### src/rtl/mem_arb_pkg.sv
// Shared types and constants for the IF/LS memory arbiter.
// Optional perf counters are enabled with MEM_ARB_PERF_EN.
package mem_arb_pkg;

  localparam int ADDR_W_DEF = 16;
  localparam int DATA_W_DEF = 16;
  localparam int PERF_W     = 16;

  localparam logic OWN_IF = 1'b0;
  localparam logic OWN_LS = 1'b1;

  typedef enum logic {
    RR_IF = 1'b0,
    RR_LS = 1'b1
  } rr_e;

  function automatic logic [PERF_W-1:0] sat_inc(
    input logic [PERF_W-1:0] v
  );
    return (&v) ? v : v + 1'b1;
  endfunction

endpackage

### src/rtl/mem_arb_rr.sv
// Two-way round-robin grant for IF/LS requesters.
// The pointer only moves on a conflict grant.
module mem_arb_rr
  import mem_arb_pkg::*;
#(
  parameter bit LS_FIRST = 1'b1
) (
  input  logic CLK,
  input  logic RST,
  input  logic if_req,
  input  logic ls_req,
  output logic if_gnt,
  output logic ls_gnt
);

  rr_e  rr_q;
  rr_e  rr_d;
  logic conflict;

  assign conflict = if_req & ls_req;

  always_comb begin
    if_gnt = 1'b0;
    ls_gnt = 1'b0;
    rr_d   = rr_q;
    unique case (1'b1)
      conflict: begin
        ls_gnt = (rr_q == RR_LS);
        if_gnt = (rr_q == RR_IF);
        rr_d   = (rr_q == RR_LS) ? RR_IF : RR_LS;
      end
      ls_req & ~if_req: ls_gnt = 1'b1;
      if_req & ~ls_req: if_gnt = 1'b1;
      default: ;
    endcase
  end

  always_ff @(posedge CLK or posedge RST) begin
    if (RST) rr_q <= rr_e'(LS_FIRST);
    else     rr_q <= rr_d;
  end

endmodule

### src/rtl/mem_arbiter.sv
// IF/LS front end for the single-port SRAM: arbitration, address stage,
// registered read return. Define MEM_ARB_PERF_EN for the perf counters.
module mem_arbiter
  import mem_arb_pkg::*;
#(
  parameter int ADDR_W   = ADDR_W_DEF,
  parameter int DATA_W   = DATA_W_DEF,
  parameter bit LS_FIRST = 1'b1
) (
  input  logic              CLK,
  input  logic              RST,
  input  logic              if_req,
  input  logic [ADDR_W-1:0] if_addr,
  output logic              if_gnt,
  output logic              if_rvalid,
  output logic [DATA_W-1:0] if_rdata,
  input  logic              ls_req,
  input  logic              ls_we,
  input  logic [ADDR_W-1:0] ls_addr,
  input  logic [DATA_W-1:0] ls_wdata,
  output logic              ls_gnt,
  output logic              ls_rvalid,
  output logic [DATA_W-1:0] ls_rdata,
  output logic              mem_we,
  output logic [ADDR_W-1:0] mem_a,
  output logic [DATA_W-1:0] mem_din,
  input  logic [DATA_W-1:0] mem_dout,
  output logic [15:0]       perf_conf,
  output logic [15:0]       perf_acc
);

  logic              acc;
  logic              v_q;
  logic              we_q;
  logic              own_q;
  logic [ADDR_W-1:0] a_q;
  logic [DATA_W-1:0] din_q;
  logic              rd_hit;
  logic              rv_q;
  logic              rown_q;
  logic [DATA_W-1:0] if_rdata_q;
  logic [DATA_W-1:0] ls_rdata_q;

  mem_arb_rr #(
    .LS_FIRST (LS_FIRST)
  ) u_rr (
    .CLK    (CLK),
    .RST    (RST),
    .if_req (if_req),
    .ls_req (ls_req),
    .if_gnt (if_gnt),
    .ls_gnt (ls_gnt)
  );

  assign acc = if_gnt | ls_gnt;

  always_ff @(posedge CLK or posedge RST) begin
    if (RST) begin
      v_q   <= 1'b0;
      we_q  <= 1'b0;
      own_q <= OWN_IF;
      a_q   <= '0;
      din_q <= '0;
    end else begin
      v_q  <= acc;
      we_q <= ls_gnt & ls_we;
      if (acc) begin
        own_q <= ls_gnt ? OWN_LS : OWN_IF;
        a_q   <= ls_gnt ? ls_addr : if_addr;
      end
      if (ls_gnt) din_q <= ls_wdata;
    end
  end

  assign mem_a   = a_q;
  assign mem_din = din_q;
  assign mem_we  = v_q & we_q;

  // Separate per-owner data regs so each rdata holds across the other's returns
  assign rd_hit = v_q & ~we_q;

  always_ff @(posedge CLK or posedge RST) begin
    if (RST) begin
      rv_q       <= 1'b0;
      rown_q     <= OWN_IF;
      if_rdata_q <= '0;
      ls_rdata_q <= '0;
    end else begin
      rv_q   <= rd_hit;
      rown_q <= own_q;
      if (rd_hit && own_q == OWN_IF) if_rdata_q <= mem_dout;
      if (rd_hit && own_q == OWN_LS) ls_rdata_q <= mem_dout;
    end
  end

  assign if_rvalid = rv_q & (rown_q == OWN_IF);
  assign ls_rvalid = rv_q & (rown_q == OWN_LS);
  assign if_rdata  = if_rdata_q;
  assign ls_rdata  = ls_rdata_q;

`ifdef MEM_ARB_PERF_EN
  logic [PERF_W-1:0] conf_q;
  logic [PERF_W-1:0] acc_q;

  always_ff @(posedge CLK or posedge RST) begin
    if (RST) begin
      conf_q <= '0;
      acc_q  <= '0;
    end else begin
      if (if_req & ls_req) conf_q <= sat_inc(conf_q);
      if (acc)             acc_q  <= sat_inc(acc_q);
    end
  end

  assign perf_conf = conf_q;
  assign perf_acc  = acc_q;
`else
  assign perf_conf = '0;
  assign perf_acc  = '0;
`endif

endmodule
### config.mk
export PLATFORM = sky130hd
export DESIGN_NAME = mem_arbiter
export DESIGN_NICKNAME = d
export VERILOG_FILES = /design/src/rtl/mem_arb_pkg.sv /design/src/rtl/mem_arb_rr.sv /design/src/rtl/mem_arbiter.sv
export SDC_FILE = /design/constraint.sdc
export NUM_CORES = 1
export LEC_CHECK = 0
export ABC_AREA = 1
export CAP_MARGIN = 15
export CORE_MARGIN = 2
export CORE_UTILIZATION = 25
export DETAILED_ROUTE_END_ITERATION = 16
export GPL_TIMING_DRIVEN = 0
export SYNTH_ARGS = -nofsm -noshare
export SYNTH_HDL_FRONTEND = slang
export SYNTH_SLANG_ARGS = --single-unit
export TNS_END_PERCENT = 1
### constraint.sdc
create_clock -name CLK -period 2.7 [get_ports CLK]
set_input_delay 0.54 -clock CLK [delete_from_list [all_inputs] [get_ports CLK]]
set_output_delay 0.54 -clock CLK [all_outputs]
set_load 0.02 [all_outputs]
# == Word-level counts from Yosys, hierarchy flattened ==
# Cells that the tools add are included.
# totals
in_bits,69
word_cells,32
out_inout_bits,101
register_bits,70
# classes
n_reduce_logical,2
bitwise,15
mux,5
# ops
op,n
16-bit two-way mux,1
1-bit AND,8
1-bit inverter,6
1-bit one-hot mux with 2 select lines,2
1-bit logical AND,2
1-bit two-way mux,2
1-bit bitwise OR,1

# == Longest topological paths before layout ==
# Gate-level depths: netlist (run 1).
# depth
ltp_word,4
mapped_depth,7
depth_no_buf,6

# == Hierarchy ==
# A second synthesis (run 1) with hierarchy kept.
# hier_totals
cells_unflattened,362
hier_area_um2,3213.1
# modules_own_cells
mod,area_per_inst_um2,cells_per_inst,instances,seq_area_each_um2
mem_arbiter,3146.8,351,1,1726.7
mem_arb_rr,66.3,11,1,26.3

# == Worst setup path after synthesis (run 1) ==
# OpenSTA, ideal clock, no wires.
# synth_timing
path_type,input -> output
start,input if_req
end,output ls_gnt
stages,5
path_slack_ns,0.974
required_ns,2.160
n_path_buf,2
arrival_time_ns,1.186
path_cell_list,buf_4 -> nand2_2 -> nand2_4 -> inv_2 -> buf_6
# synth_between
elab_chain_len,3
elab_cells_between_ends,4
classes_between,mux: 1; bitwise: 3
# synth_rtl
item,line,source
start: declaration,mem_arbiter.sv:12,"input logic if_req,"
1-bit inverter,mem_arb_rr.sv:32,ls_req & ~if_req: ls_gnt = 1'b1;
1-bit AND,mem_arb_rr.sv:32,
1-bit one-hot mux with 2 select lines *,mem_arb_rr.sv:26,unique case (1'b1)
end: declaration,mem_arbiter.sv:21,"output logic ls_gnt,"
# Every way passes the cells marked *; elsewhere a longest branch is shown, timed or not.

# == Final worst setup path (run 1) ==
# layout_timing
start,input ls_req
end,output ls_gnt
# layout_between
elab_chain_len,2
elab_cells_between_ends,3
classes_between,mux: 1; bitwise: 2
# layout_rtl
item,line,source
start: declaration,mem_arbiter.sv:17,"input logic ls_req,"
"1-bit AND, on equally long branches","mem_arb_rr.sv:32, mem_arb_rr.sv:20",
1-bit one-hot mux with 2 select lines *,mem_arb_rr.sv:26,
# Marks and branches as above.

==> impl_results.md, run 1 <==
- Status: complete, no violations
- Tcrit/Tclk final: 90.47%
- Antenna violations before repair: 0
- Worst EP arrival: 1.90 ns
- Commonest non-fill, non-tap cells in the layout: nand2_1, clkdlybuf4s50_1, dfrtp_1, inv_1, buf_4
- First-pass DRT Iterations: 4
- CTS tree: yes
- Critical path launch point type: primary input
- Peak supply drop: 0.3370 mV
- Sink Count: 70
- DRT iter0 DRCs: 124
- RSZ-0062 raised after global routing: no
- Top cell type's share of synthesized area: 53.99%
- Die W: 117.1 µm
- Vias: 2888
- Critical path type: in2out
- Synthesized cell area: 0.003198 mm²
- HP Start: own_q$_DFFE_PP0P_
- Routed len/inst: 11.12 µm
- Yosys warns: 0
- Sequential fraction of the synthesis area: 54.81%
- Post_cts resized: 1
- Global Route met2 Usage: 19.92%
- DRC: 0
- Final setup violation count: 0
- H-tree Lvls: 3
- Clk_skew: 0.008942 ns
- FMAX: 0.4094 GHz
- First-pass GRT wire length: 13010 µm
- CTS Buf Count: 9
- Hold Buf Count CTS: 0
- Gate Count Post-Synth: 388
- Clock root buffer: clkbuf_16
- Top Usage Layer GRT: met2
- Ports: 170
- Clock-pin slew on the worst setup and hold paths: 0.06 ns
- Max_cap viols: 0
- Hold WC Path Type: reg2reg
- Largest net degree at the start of global routing: 71
- Setup bufs post-CTS: 0
- R2r startpoint: u_rr.rr_q$_DFFE_PP1N_
- Fillers: 1266
- Post-synth top area cell: dfrtp_1
- Remaining Overflow, GRT: 0
- Vias per cell: 3.887
- Die height: 117.1 µm
- Layout cell share with drive strength beyond 1: 11.38%
- Tot Pwr: 3.798 mW
- Tmin final: 2.443 ns
- Seq cells post-synth: 70
- Drt total wl: 8265 µm
- Die area: 0.01371 mm²
- Crit. Startpoint: ls_req
- Antenna viol nets, final: 0
- Syn avg cell area: 8.242 µm²
- Clock Path Buffers: 2
- Met3 usage: 4.274%
- Number of global-route vias before repair: 2704
- Placer Congestion: 0.7996
- Initial Util: 25.45%
- Critical Path End Type: output pin
- Utilization after layout: 41.70%
- Core Area: 0.01257 mm²
- Clk Latency, worst-skew pair: 0.33 ns
- Register-to-register setup slack: 1.33 ns
- Dpl hpwl: 6374 µm
- Leading cell type in the layout, fill and taps excluded: nand2_1
- Worst slew margin: 43.02%
- Dominant cells by area after synthesis: dfrtp_1, nand2_1, buf_4, nand3_1, o21ai_0
- Worst-margin pin slew: 0.8547 ns
- GR Util met1: 15.22%
- Port-buffer cells: 136
- # diodes: 0
- Pwr dens: 724.6 mW/mm²
- FP Rows: 41
- Crit path required time: 2.16 ns
- Nets: 635
- Max-slew violation count: 0
- GRT Total Usage: 12.29%
- Leakage power figure: 2.656 nW
- Layout Area Growth over Synthesis: 63.89%
- Final hold vios: 0
- Largest fanout on the critical path: 10
- Post-synth cell types: 18
==> cell type report <==
class | count | area (µm²) | share of cell area (%)
plain buffers | 48 | 325.3 | 6.207
clock buffers | 9 | 225.2 | 4.297
clock inverters | 7 | 121.4 | 2.316
inverters | 44 | 167.7 | 3.199
multi-input cells | 257 | 1071 | 20.43
flip-flops and latches | 70 | 1753 | 33.44
well taps | 172 | 215.2 | 4.106
repair buffers | 136 | 1363 | 26.00
==> layer usage <==
metal	routed length, µm	vias up
met3	683	6
met2	3904	125
met1	3588	1269
met4	88	0
li1	-	1488
met5	0	-
==> through the flow <==
stage	instances	TNS [ns]	setup slack, ns	hold WS [ns]	cell area (µm²)
after detailed placement	727	-0.02631	-0.02631	0.3994	4893
after CTS	743	0	0.06761	0.4035	5239
after floorplan	419	0	0.3934	0.3744	3314
after global placement	727	-53.24	-0.7758	0.3877	4891
after global routing	743	0	0.1540	0.4237	5241
final	743	0	0.2572	0.4005	5241
==> worst paths after layout <==
kind | cells after the start | to
min in group asynchronous | 2 | mem_din[10]$_DFFE_PP0P_
hold reg to reg | 0 | rown_q$_DFF_PP0_
setup / recovery | 5 | ls_gnt
hold / removal | 0 | rown_q$_DFF_PP0_
max in group asynchronous | 2 | ls_rdata[7]$_DFFE_PP0P_
setup reg to reg | 7 | mem_din[0]$_DFFE_PP0P_
==> power breakdown <==
| part | total (mW) | internal [mW] | leakage (nW) | switching [mW] |
|---|---|---|---|---|
| Sequential | 1.34 | 1.23 | 0.841 | 0.104 |
| Clock | 1.36 | 0.906 | 0.170 | 0.455 |
| Combinational | 1.10 | 0.521 | 1.65 | 0.578 |
| Total | 3.80 | 2.66 | 2.66 | 1.14 |
==> flip-flops by register name, indices dropped and copies added (netlist names), 16 cells and up <==
register and count:
ls_rdata 16, if_rdata 16, mem_a 16, mem_din 16
==> synthesized netlist by cell type <==
library cell and count:
nand2_1 149, dfrtp_1 69, inv_1 42, buf_4 35, nand3_1 34, o21ai_0 32
clkbuf_1 7, buf_2 5, nor2_1 3, inv_2 2, nand2_2 2, o21ai_1 2
a21oi_1 1, buf_6 1, conb_1 1, dfstp_2 1, nand2_4 1, nor2_4 1
==> kinds of logic (layout without fill, tap and decap cells) <==
logic type,after synthesis,in the layout,share of synthesized area (%)
other,1,32,0.1173
and+or+nand+nor,190,190,24.26
DFF,70,70,54.81
buffers and inverters,92,244,15.34
AOI/OAI and AO/OA,35,35,5.477
==> worst max-delay path, stage by stage <==
cell	delay, ns
clkdlybuf4s50_1	0.58
nand2_4	0.13
inv_2	0.16
buf_6	0.16
dlygate4sd2_1	0.33
Power figures use the tool's default switching activity.
==> run 2, diff against run 1 <==
--- a/config.mk
+++ b/config.mk
@@ -11,6 +11,7 @@
 export CORE_UTILIZATION = 25
 export DETAILED_ROUTE_END_ITERATION = 16
 export GPL_TIMING_DRIVEN = 0
+export HOLD_SLACK_MARGIN = 0.1
 export SYNTH_ARGS = -nofsm -noshare
 export SYNTH_HDL_FRONTEND = slang
 export SYNTH_SLANG_ARGS = --single-unit
==> results of run 2 <==
The final DEF is identical to that of run 1; final timing and power are the same.
==> run 3, diff against run 2 <==
--- a/config.mk
+++ b/config.mk
@@ -12,7 +12,7 @@
 export DETAILED_ROUTE_END_ITERATION = 16
 export GPL_TIMING_DRIVEN = 0
 export HOLD_SLACK_MARGIN = 0.1
+export SLEW_MARGIN = 10
 export SYNTH_ARGS = -nofsm -noshare
 export SYNTH_HDL_FRONTEND = slang
 export SYNTH_SLANG_ARGS = --single-unit
-export TNS_END_PERCENT = 1
==> run 3 against run 2 <==
Net effect: register-to-register slack barely moved; highest routed layer unchanged; clock power fell by 24%; critical path type unchanged; core utilization fell by 0.41 points; largest cell class unchanged; clock skew fell by 0.0023 ns; sequential power barely moved.
==> impl_results.md, run 3 (synthesis gave the netlist of run 1 again) <==
- Sink Count: 70 (unchanged)
- Largest net degree at the start of global routing: 47 (was 71)
- Vias: 2906 (was 2888)
- Largest fanout on the critical path: 10 (unchanged)
- Clk pwr share: 29.9% (was 35.8%)
- Clk Latency, worst-skew pair: 0.33 ns (about the same)
- Critical path launch point type: primary input (unchanged)
- Port-buffer cells: 136 (unchanged)
- Clock-pin slew on the worst setup and hold paths: 0.05 ns (was 0.06 ns)
- Routed len/inst: 11.22 µm (was 11.12 µm)
- Pwr dens: 671.8 mW/mm² (was 724.6 mW/mm²)
- Commonest non-fill, non-tap cells in the layout: nand2_1, clkdlybuf4s50_1, dfrtp_1, inv_1, buf_4 (unchanged)
- Max_cap viols: 0 (unchanged)
- Layout Area Growth over Synthesis: 62.28% (was 63.89%)
- Dpl cell area: 0.004921 mm² (was 0.004893 mm²)
- GRT Total Usage: 12.29% (about the same)
- RSZ-0062 raised after global routing: no (unchanged)
- Hold WC Path Type: reg2reg (unchanged)
- FP Rows: 41 (unchanged)
- Finished Cell Area: 0.005190 mm² (was 0.005241 mm²)
- Final hold vios: 0 (unchanged)
- Setup ws final: 0.2629 ns (was 0.2572 ns)
- CTS Buf Count: 9 (unchanged)
- First-pass GRT wire length: 13120 µm (was 13010 µm)
- Ports: 170 (unchanged)
- Tcrit/Tclk final: 90.26% (was 90.47%)
- Status: complete, no violations (unchanged)
- DRT iter0 DRCs: 89 (was 124)
- Antenna viol nets, final: 0 (unchanged)
- Tmin final: 2.437 ns (was 2.443 ns)
- Nets: 636 (was 635)
- Number of global-route vias before repair: 2782 (was 2704)
- Initial Util: 25.45% (unchanged)
- Finished Layout Cells: 744 (was 743)
- Vias per cell: 3.906 (was 3.887)
- Storage element area: 0.001753 mm² (unchanged)
- Layout cell share with drive strength beyond 1: 11.36% (was 11.38%)
- Clk_skew: 0.006651 ns (was 0.008942 ns)
- Cell internal pwr: 2.376 mW (was 2.661 mW)
- Clock root buffer: clkbuf_16 (unchanged)
- FMAX: 0.4103 GHz (was 0.4094 GHz)
- # diodes: 0 (unchanged)
- Cells after DPL: 728 (was 727)
- Clock Path Buffers: 2 (unchanged)
- Hold_ws: 0.4076 ns (was 0.4005 ns)
- Final setup violation count: 0 (unchanged)
- Worst EP arrival: 1.90 ns (about the same)
- Dpl hpwl: 6588 µm (was 6374 µm)
- Remaining Overflow, GRT: 0 (unchanged)
- Max-slew violation count: 0 (unchanged)
- Antenna violations before repair: 0 (unchanged)
- Crit path required time: 2.16 ns (about the same)
- Peak supply drop: 0.2192 mV (was 0.3370 mV)
- Leakage power figure: 2.627 nW (was 2.656 nW)
- Comb power frac: 31.7% (was 28.9%)
- Die area: 0.01371 mm² (unchanged)
- Core Area: 0.01257 mm² (unchanged)
- CTS tree: yes (unchanged)
- Switch Pwr: 1.111 mW (was 1.137 mW)
- Critical Path End Type: output pin (unchanged)
- Sw frac: 31.86% (was 29.94%)
- H-tree Lvls: 3 (unchanged)
- Placer Congestion: 0.7996 (unchanged)
- Drt total wl: 8345 µm (was 8265 µm)
- Critical path type: in2out (unchanged)
- Leading cell type in the layout, fill and taps excluded: nand2_1 (unchanged)
- Die height: 117.1 µm (unchanged)
- First-pass DRT Iterations: 4 (unchanged)
- DRC: 0 (unchanged)
- Die W: 117.1 µm (unchanged)
- Fillers: 1298 (was 1266)
- Multi-input logic area: 0.001071 mm² (unchanged)
- Seq pwr share: 38.4% (was 35.2%)
- DP Worst Slack: -0.02568 ns (was -0.02631 ns)
-- run 3: cell count changes in the layout (fill, tap and decap cells not counted), sizes merged --
cell      change
bufinv        -3
clkbuf        +1
inv           -1
clkinv        +1
clkinvlp      +2
buf           +1
-- run 3: worst max-delay path, stage by stage --
cell and delay (ns):
clkdlybuf4s50_1 0.58, nand2_4 0.13, inv_2 0.16, buf_6 0.16
dlygate4sd2_1 0.33
-- run 3: power by group through the flow --
| stage | sequential [mW] | combinational [mW] | clock [mW] |
|---|---|---|---|
| final | 1.34 | 1.11 | 1.04 |
| after global placement | 1.35 | 1.10 | 0 |
| after global routing | 1.37 | 1.20 | 1.14 |
| after detailed placement | 1.36 | 1.12 | 0 |
| after CTS | 1.34 | 1.12 | 1.09 |
| after floorplan | 1.56 | 0.340 | 0 |
-- run 3: worst paths after layout --
| kind | startpoint | endpoint | slack, ns | depth (start not counted) |
|---|---|---|---|---|
| max | ls_req | ls_gnt | 0.26 | 5 |
| min | own_q$_DFFE_PP0P_ | rown_q$_DFF_PP0_ | 0.41 | 0 |
| max reg2reg | u_rr.rr_q$_DFFE_PP1N_ | mem_din[2]$_DFFE_PP0P_ | 1.33 | 7 |
| min reg2reg | own_q$_DFFE_PP0P_ | rown_q$_DFF_PP0_ | 0.41 | 0 |
| max in group asynchronous | RST | ls_rdata[7]$_DFFE_PP0P_ | 1.60 | 3 |
| min in group asynchronous | RST | mem_din[13]$_DFFE_PP0P_ | 0.58 | 2 |
-- run 3: area by class of cell --
cell class	count	share of cell area (%)
plain buffers	48	6.268
clock buffers	10	4.412
clock inverters	6	0.7473
inverters	44	3.230
multi-input cells	257	20.64
flip-flops and latches	70	33.78
well taps	172	4.147
repair buffers	137	26.78
-- run 3: what timing repair did --
| item | CTS | global route |
|---|---|---|
| resized for setup | 1 | 1 |
| pin swaps | 0 | 0 |
| setup endpoints to repair | 1 | 1 |
| hold buffers | 0 | 0 |
| setup buffers | 0 | 0 |
| cloned | 0 | 0 |
-- run 3: metal layers --
layer	vias up	wire length, µm	GRT usage, %	share of wire, %
met1	1280	3648	14.87	44
met5	-	0	0	0
li1	1487	-	-	-
met2	127	3912	20.46	47
met3	12	674	3.913	8.1
met4	0	109	4.784	1.3
-- run 3: per-stage QoR --
| step | total power, mW | setup TNS [ns] | utilization, % |
|---|---|---|---|
| after floorplan | 1.901 | 0 | - |
| after global placement | 2.455 | -53.24 | 38.91 |
| after detailed placement | 2.476 | -0.02568 | 39.15 |
| after CTS | 3.548 | 0 | 41.27 |
| after global routing | 3.712 | 0 | 41.29 |
| final | 3.487 | 0 | 41.29 |
